File: src/rtl/fp_recip_issue_buffer_pkg.sv
// Shared types for the reciprocal issue/result buffer.
//   fp_32b_t    : raw IEEE-754 single-precision word
//   fp_flags_t  : exception flags {nv, of, uf, nx}, nv in the MSB
//   fp_result_t : one buffered pipeline result (value + flags)
package fp_recip_issue_buffer_pkg;

  typedef logic [31:0] fp_32b_t;

  typedef struct packed {
    logic nv;
    logic of;
    logic uf;
    logic nx;
  } fp_flags_t;

  typedef struct packed {
    fp_32b_t   value;
    fp_flags_t flags;
  } fp_result_t;

endpackage

File: src/rtl/fp_result_fifo.sv
// Result FIFO with show-ahead head and synchronously reset storage.
// Ports:
//   clk, rst_n : clock, synchronous active-low reset
//   push, wdata: write wdata at the write pointer (caller guarantees a slot)
//   pop        : advance the read pointer (caller guarantees non-empty)
//   full, empty: occupancy status
//   count      : occupancy, $clog2(DEPTH)+1 bits
//   head       : entry at the read pointer
module fp_result_fifo
  import fp_recip_issue_buffer_pkg::*;
#(
  parameter int unsigned DEPTH = 16
) (
  input  logic                       clk,
  input  logic                       rst_n,
  input  logic                       push,
  input  fp_result_t                 wdata,
  input  logic                       pop,
  output logic                       full,
  output logic                       empty,
  output logic [$clog2(DEPTH):0]     count,
  output fp_result_t                 head
);

  localparam int unsigned PW = $clog2(DEPTH);
  localparam int unsigned CW = PW + 1;

  fp_result_t       mem_q [DEPTH];
  logic [PW-1:0]    wptr_q, rptr_q;
  logic [CW-1:0]    count_q, count_d;

  // Push while full is legal when a pop happens in the same cycle: the slot
  // being written is the one being vacated.
  always_comb begin
    count_d = count_q + CW'(push) - CW'(pop);
  end

  always_ff @(posedge clk) begin
    if (!rst_n) begin
      for (int unsigned i = 0; i < DEPTH; i++) begin
        mem_q[i] <= '0;
      end
      wptr_q  <= '0;
      rptr_q  <= '0;
      count_q <= '0;
    end else begin
      if (push) begin
        mem_q[wptr_q] <= wdata;
        wptr_q        <= wptr_q + PW'(1);
      end
      if (pop) begin
        rptr_q <= rptr_q + PW'(1);
      end
      count_q <= count_d;
    end
  end

  assign full  = (count_q == CW'(DEPTH));
  assign empty = (count_q == '0);
  assign count = count_q;
  assign head  = mem_q[rptr_q];

endmodule

File: src/rtl/fp_recip_issue_buffer.sv
// Issue and result buffer around the non-stallable FP reciprocal pipeline.
// Operands pass straight through to the pipeline; a credit counter (inflight
// + FIFO occupancy) keeps issue closed unless every in-flight result is
// guaranteed a FIFO slot. Results are buffered and returned with sticky
// fflags accumulation and a sticky overrun error.
// Ports:
//   clk, rst_n                          : clock, synchronous active-low reset
//   issue_valid/ready, issue_data/rm    : operand handshake from the issuer
//   pipe_valid_in, pipe_in, pipe_rm     : to the pipeline (combinational)
//   pipe_valid_out, pipe_out, pipe_flags: from the pipeline
//   res_valid/ready, res_data/flags     : result handshake to the consumer
//   fflags, fflags_clr                  : sticky flag accumulator and clear
//   err_overrun                         : sticky, a return was dropped
module fp_recip_issue_buffer
  import fp_recip_issue_buffer_pkg::*;
#(
  parameter int unsigned DEPTH = 16
) (
  input  logic        clk,
  input  logic        rst_n,
  input  logic        issue_valid,
  input  logic [31:0] issue_data,
  input  logic [2:0]  issue_rm,
  output logic        issue_ready,
  output logic        pipe_valid_in,
  output logic [31:0] pipe_in,
  output logic [2:0]  pipe_rm,
  input  logic        pipe_valid_out,
  input  logic [31:0] pipe_out,
  input  logic [3:0]  pipe_flags,
  output logic        res_valid,
  input  logic        res_ready,
  output logic [31:0] res_data,
  output logic [3:0]  res_flags,
  output logic [3:0]  fflags,
  input  logic        fflags_clr,
  output logic        err_overrun
);

  localparam int unsigned CW = $clog2(DEPTH) + 1;
  localparam logic [CW:0] DepthW = (CW + 1)'(DEPTH);

  logic [CW-1:0] inflight_q, inflight_d;
  logic [3:0]    fflags_q, fflags_d;
  logic          err_q, err_d;

  logic          fifo_full, fifo_empty;
  logic [CW-1:0] fifo_count;
  fp_result_t    fifo_head, fifo_wdata;

  logic          issue_fire, pop, accept;
  logic [CW:0]   credit_sum;

  // One extra bit so inflight + count cannot wrap.
  assign credit_sum  = {1'b0, inflight_q} + {1'b0, fifo_count};
  assign issue_ready = (credit_sum < DepthW);
  assign issue_fire  = issue_valid & issue_ready;

  assign pipe_valid_in = issue_fire;
  assign pipe_in       = issue_data;
  assign pipe_rm       = issue_rm;

  assign res_valid = ~fifo_empty;
  assign pop       = res_valid & res_ready;

  // A return with no outstanding credit, or with no slot even after this
  // cycle's pop, is dropped and flagged.
  assign accept = pipe_valid_out & (inflight_q != '0) & (~fifo_full | pop);

  assign fifo_wdata = '{value: pipe_out, flags: pipe_flags};

  fp_result_fifo #(
    .DEPTH (DEPTH)
  ) u_fifo (
    .clk   (clk),
    .rst_n (rst_n),
    .push  (accept),
    .wdata (fifo_wdata),
    .pop   (pop),
    .full  (fifo_full),
    .empty (fifo_empty),
    .count (fifo_count),
    .head  (fifo_head)
  );

  assign res_data  = fifo_head.value;
  assign res_flags = fifo_head.flags;

  always_comb begin
    inflight_d = inflight_q + CW'(issue_fire) - CW'(accept);
    // Clear applies to the old value only, so flags arriving this cycle survive.
    fflags_d   = (fflags_clr ? 4'b0 : fflags_q) | (accept ? pipe_flags : 4'b0);
    err_d      = err_q | (pipe_valid_out & ~accept);
  end

  always_ff @(posedge clk) begin
    if (!rst_n) begin
      inflight_q <= '0;
      fflags_q   <= '0;
      err_q      <= 1'b0;
    end else begin
      inflight_q <= inflight_d;
      fflags_q   <= fflags_d;
      err_q      <= err_d;
    end
  end

  assign fflags      = fflags_q;
  assign err_overrun = err_q;

endmodule

File: config.mk
export PLATFORM = sky130hd
export DESIGN_NAME = fp_recip_issue_buffer
export DESIGN_NICKNAME = d
export VERILOG_FILES = /design/src/rtl/fp_recip_issue_buffer_pkg.sv /design/src/rtl/fp_result_fifo.sv /design/src/rtl/fp_recip_issue_buffer.sv
export SDC_FILE = /design/constraint.sdc
export NUM_CORES = 1
export LEC_CHECK = 0
export ABC_AREA = 1
export CORE_MARGIN = 2
export CORE_UTILIZATION = 55
export CTS_CLUSTER_SIZE = 30
export DETAILED_ROUTE_END_ITERATION = 8
export GPL_ROUTABILITY_DRIVEN = 0
export HOLD_SLACK_MARGIN = 0.12
export PLACE_DENSITY = 0.77
export SYNTH_ARGS = -nofsm -noshare
export SYNTH_HDL_FRONTEND = slang
export SYNTH_HIERARCHICAL = 1
export SYNTH_SLANG_ARGS = --single-unit
export TNS_END_PERCENT = 20
File: constraint.sdc
create_clock -name clk -period 3.25 [get_ports clk]
set_input_delay 0.65 -clock clk [delete_from_list [all_inputs] [get_ports clk]]
set_output_delay 0.65 -clock clk [all_outputs]
set_load 0.05 [all_outputs]
* Word level (Yosys, flattened, before mapping)
Memory sizes are Yosys's and may differ from the RTL's. A register that Yosys moved wholly into a read port is not among the register bits.
Index checks and enable logic that the tools add are counted.
** Word-level totals
- Input port bits :: 77
- Output and inout bits :: 79
- Flip-flop bits (word level) :: 23
- RAM bits :: 576
- Memories :: 1
- Logic and storage cells :: 41
** Memory list
- u_fifo.mem_q :: words 16, width 36, read ports 1, clocked after Yosys merged registers in 1, write ports 16, RTL line fp_result_fifo.sv:28 : fp_result_t mem_q [DEPTH];
** Operators by class
- $add $sub $neg :: 7
- Mux-type cells :: 11
- Reduce and logical (&&, ||, !) cells :: 3
- Eq/ne operators :: 1
- $lt $le $gt $ge :: 1
- Bitwise gates (word level) :: 11
** Operators by type and width (count)
- two-way mux 36 bit :: 1
- OR reduction 36 bit :: 1
- two-way mux 4 bit :: 5
- adder 5 x 1 -> 5 bit :: 2
- subtractor 5 x 1 -> 5 bit :: 2
- adder 4 x 1 -> 4 bit (second input constant) :: 2
- adder 5 x 5 -> 6 bit :: 1
- < comparator 6 x 5 -> 1 bit (second input constant) :: 1
- AND 1 bit :: 5
- equality test 5 bit (second input constant) :: 1
- logical NOT 5 bit :: 1
- two-way mux 1 bit :: 5
- nonzero test 5 bit :: 1
- bitwise OR 4 bit :: 1
- inverter 1 bit :: 3
- bitwise OR 1 bit :: 2

* Depth between registers and ports, before layout
- Depth after elaboration :: 10
- Mapped depth :: 17
- Mapped depth without buffers :: 17

* Hierarchy
The synthesis kept the hierarchy.
** By module, submodules not included
- fp_result_fifo :: cells an instance 3156, seq. area each 17636.9 um2, times used 1, area each 28443.5 um2
- fp_recip_issue_buffer :: cells an instance 118, seq. area each 200.2 um2, times used 1, area each 908.4 um2

* Least setup slack after synthesis
Ideal clock, no wire load.
- Kind :: register to register
- From :: register u_fifo.count_q[2] (netlist: u_fifo/count[2])
- To :: memory u_fifo/mem_q[10][0] in the netlist's numbering, enable pin
- Cell stages (with the launch flop) :: 14
- Arrival time :: 2866 ps
- Library setup time :: 394 ps
- Required time :: 2856 ps
- Period minus slack after synthesis :: 3260 ps
- Path buffers :: 1
- Path slack :: -10 ps
- Path through :: dfxtp_1 inv_1 ha_1 nand3_1 nor2_1 inv_2 nand2_1 nand2_4 and3_2 nand2_1 nor2_4 nand2_2 buf_6 nand2_1
** RTL lines
- start, declared :: RTL line fp_result_fifo.sv:30 : logic [CW-1:0] count_q, count_d;
- start signal, assigned :: RTL line fp_result_fifo.sv:54 : count_q <= count_d;
- end, declared :: RTL line fp_result_fifo.sv:28

==> metrics.txt <==
outcome finished clean; Final min period 3.220 ns; P_sw 7.095 mW; FP Rows 84; Final Skew 0.01474 ns; unrepaired setup endpoints after global routing true; CP Class reg -> out; synthesized cell area 29350 um2; WP data arrival 2.57 ns; port bufs 85; Worst-path clk slew 0.06 ns; hold crit path type reg -> reg; Die X 235.0 um; Post-Layout Cell Count 3988; Reg-to-Reg Start u_fifo/count[3]; H-tree levels 2; final setup vio count 0; n_diodes 0; chip height 235.0 um; WL per Instance 18.84 um; Combinational Power Share 28.1%; vias in the first global route 21330; Initial Utilization 55.74%; Synthesized Nets 3374; Most used DFF post-synth edfxtp_1; Post-synth EDFFs 576; sequential share of power 41.8%; FMAX 310.6 MHz; most frequent cells after synthesis nand2_1, nor2_1, edfxtp_1, inv_1, nand3_1; ANT nets after route 0; Final Hold Vio Count 0; Worst Reg-to-Reg Cells 14; Yosys top cell area share 58.93%; grt met2 use 44.80%; CTS root buffer clkbuf_16; register area 17850 um2; cts bufs inserted 59; synthesis-stage register bit count 603; core area 52660 um2; clock share of power 30.1%; CTS sink cnt 603; hold path start u_fifo/rptr_q[3]; top-level I/O count 156; Least-Margin Pin Slew 0.7414 ns; GRT Overall Usage 27.25%; total gr overflow 0; DP HPWL 39570 um; TritonRoute pass-1 iters 5; first-pass GRT wire length 117100 um; die area 55230 um2; Synth area leader edfxtp_1; met1 usage 35.71%; Inst Count DP 3881; nets 3354; Clock Latency Late Sink 0.63 ns; sequential area share after synthesis 60.77%; Pleak 14.67 nW; crit-path max FO 145; yosys warns 6; Internal Power 14.92 mW; startpoint types flop; Crit. End Element output port; largest net degree at the start of global routing 146; PwrDens 671.1 nW/um2; synth top area cells edfxtp_1, nand2_1, nor2_1, nand3_1, inv_1; FFs w/ async S/R, synth 0%; CTS tree yes; Max Slew Vio Count 0; MaxCap Viol Count 0; Bufs on Longest Clock Path 3; switching share of power 32.23%; Slew HR 50.57%; Netlist cell types 30; Residual DRC 0; initial antenna violation count 0; Avg Cell Area, Syn 8.965 um2; vias per std cell 5.465; final worst-path cycle share 99.07%; Filler cells 4027; Crit path required time 2.60 ns; P&R area growth vs syn 11.76%; count leader, synth nand2_1; Overall Power 22.01 mW; share of layout cells above drive strength 1 7.182%; Worst Setup EP res_data[21]; Initial DRC Count 2481; R2R Setup Slk 0.33 ns; VDD IR max 0.6793 mV; Multi-input gate area 8182 um2; FF-to-FF End u_fifo/mem_q[2][16]; via count 21790; Syn Inst Count 3274; global route hottest layer met2; Hold WS 0.4513 ns; routed wire length 75150 um; GR Util met3 5.075%
-- cells in the final DEF (no fill, tap or decap), types with 2 or more instances in the layout --
cell type	n
dfxtp_1	23
nor2_4	4
buf_4	43
buf_12	66
a21oi_1	14
dfxtp_4	3
clkdlybuf4s50_1	47
clkbuf_1	13
inv_1	505
xor2_1	4
clkinv_2	10
nor3_1	3
bufinv_16	5
edfxtp_1	576
ha_1	21
clkinv_1	16
inv_6	2
clkbuf_16	59
fa_1	2
nand4_1	4
nand3_1	438
o21ai_0	3
inv_16	2
inv_2	2
nor2_1	605
nand2_2	32
nand2_1	786
-- sequential cells by signal, summed over array words and instances (netlist names), named ones only --
name,flops
err_overrun,1
fflags,4
inflight_q,5
u_fifo/count,5
u_fifo/mem_q,576
u_fifo/rptr_q,4
u_fifo/wptr_q,4
-- layer usage --
metal	vias up	part of all wire, %
li1	10180	-
met1	10150	38
met2	1229	47
met3	237	11
met4	0	3.9
met5	-	0
-- worst min path at each step --
stage | end | slack (ns) | cells past startpoint
after floorplan | flop | 0.41 | 1
after global placement | flop | 0.41 | 1
after detailed placement | flop | 0.43 | 1
after CTS | flop | 0.44 | 1
after global routing | flop | 0.46 | 1
final | flop | 0.45 | 1
-- power groups by stage --
stage	Clock, mW	Combinational [mW]	Sequential (mW)
after floorplan	0	4.02	9.32
after global placement	0	6.03	9.34
after detailed placement	0	6.13	9.35
after CTS	6.68	6.17	9.19
after global routing	6.97	6.72	9.25
final	6.63	6.19	9.19
-- stage by stage --
stage	util, %	setup WS [ns]	TNS [ns]	area, um2
6_report	62.30	0.03019	0	32800
5_1_grt	62.30	-0.02574	-0.06982	32800
4_1_cts	62.28	0.05764	0	32800
3_5_place_dp	58.77	0.2357	0	30940
3_3_place_gp	58.77	0.2585	0	30940
2_1_floorplan	-	-0.009825	-2.186	29360
-- cells by family after synthesis --
kind of cell             count (synthesis)  share of synthesized area (%)
buffers and inverters                  748                          11.49
AO/OA/AOI/OAI                           18                         0.3282
flip-flops                             603                          60.77
XOR/XNOR                                 4                         0.1193
adder cells (fa/ha/maj)                 23                          1.032
AND/OR/NAND/NOR                       1878                          26.26
-- area by class of cell --
type                    count  share of cell area, %
multi-input cells        1923                  24.94
clock inverters            34                 0.9498
repair buffers            157                  6.484
clock buffers              73                  4.692
inverters                 510                  5.893
well taps                 688                  2.624
flip-flops and latches    603                  54.42
-- worst max-delay path, stage by stage, from the launching register on --
cell	delay, ns
dfxtp_4	0.43
buf_12	0.50
nand2_1	0.13
nand3_1	0.14
nand3_1	0.10
nand3_1	0.11
nand2_1	0.17
buf_12	0.20
-- timing repair --
action	4_1_cts	5_1_grt
hold buffers	0	0
setup endpoints to repair	0	9
resized for setup	0	2
buffers inserted	0	0
No activity file was read; power rests on OpenSTA's default activity.
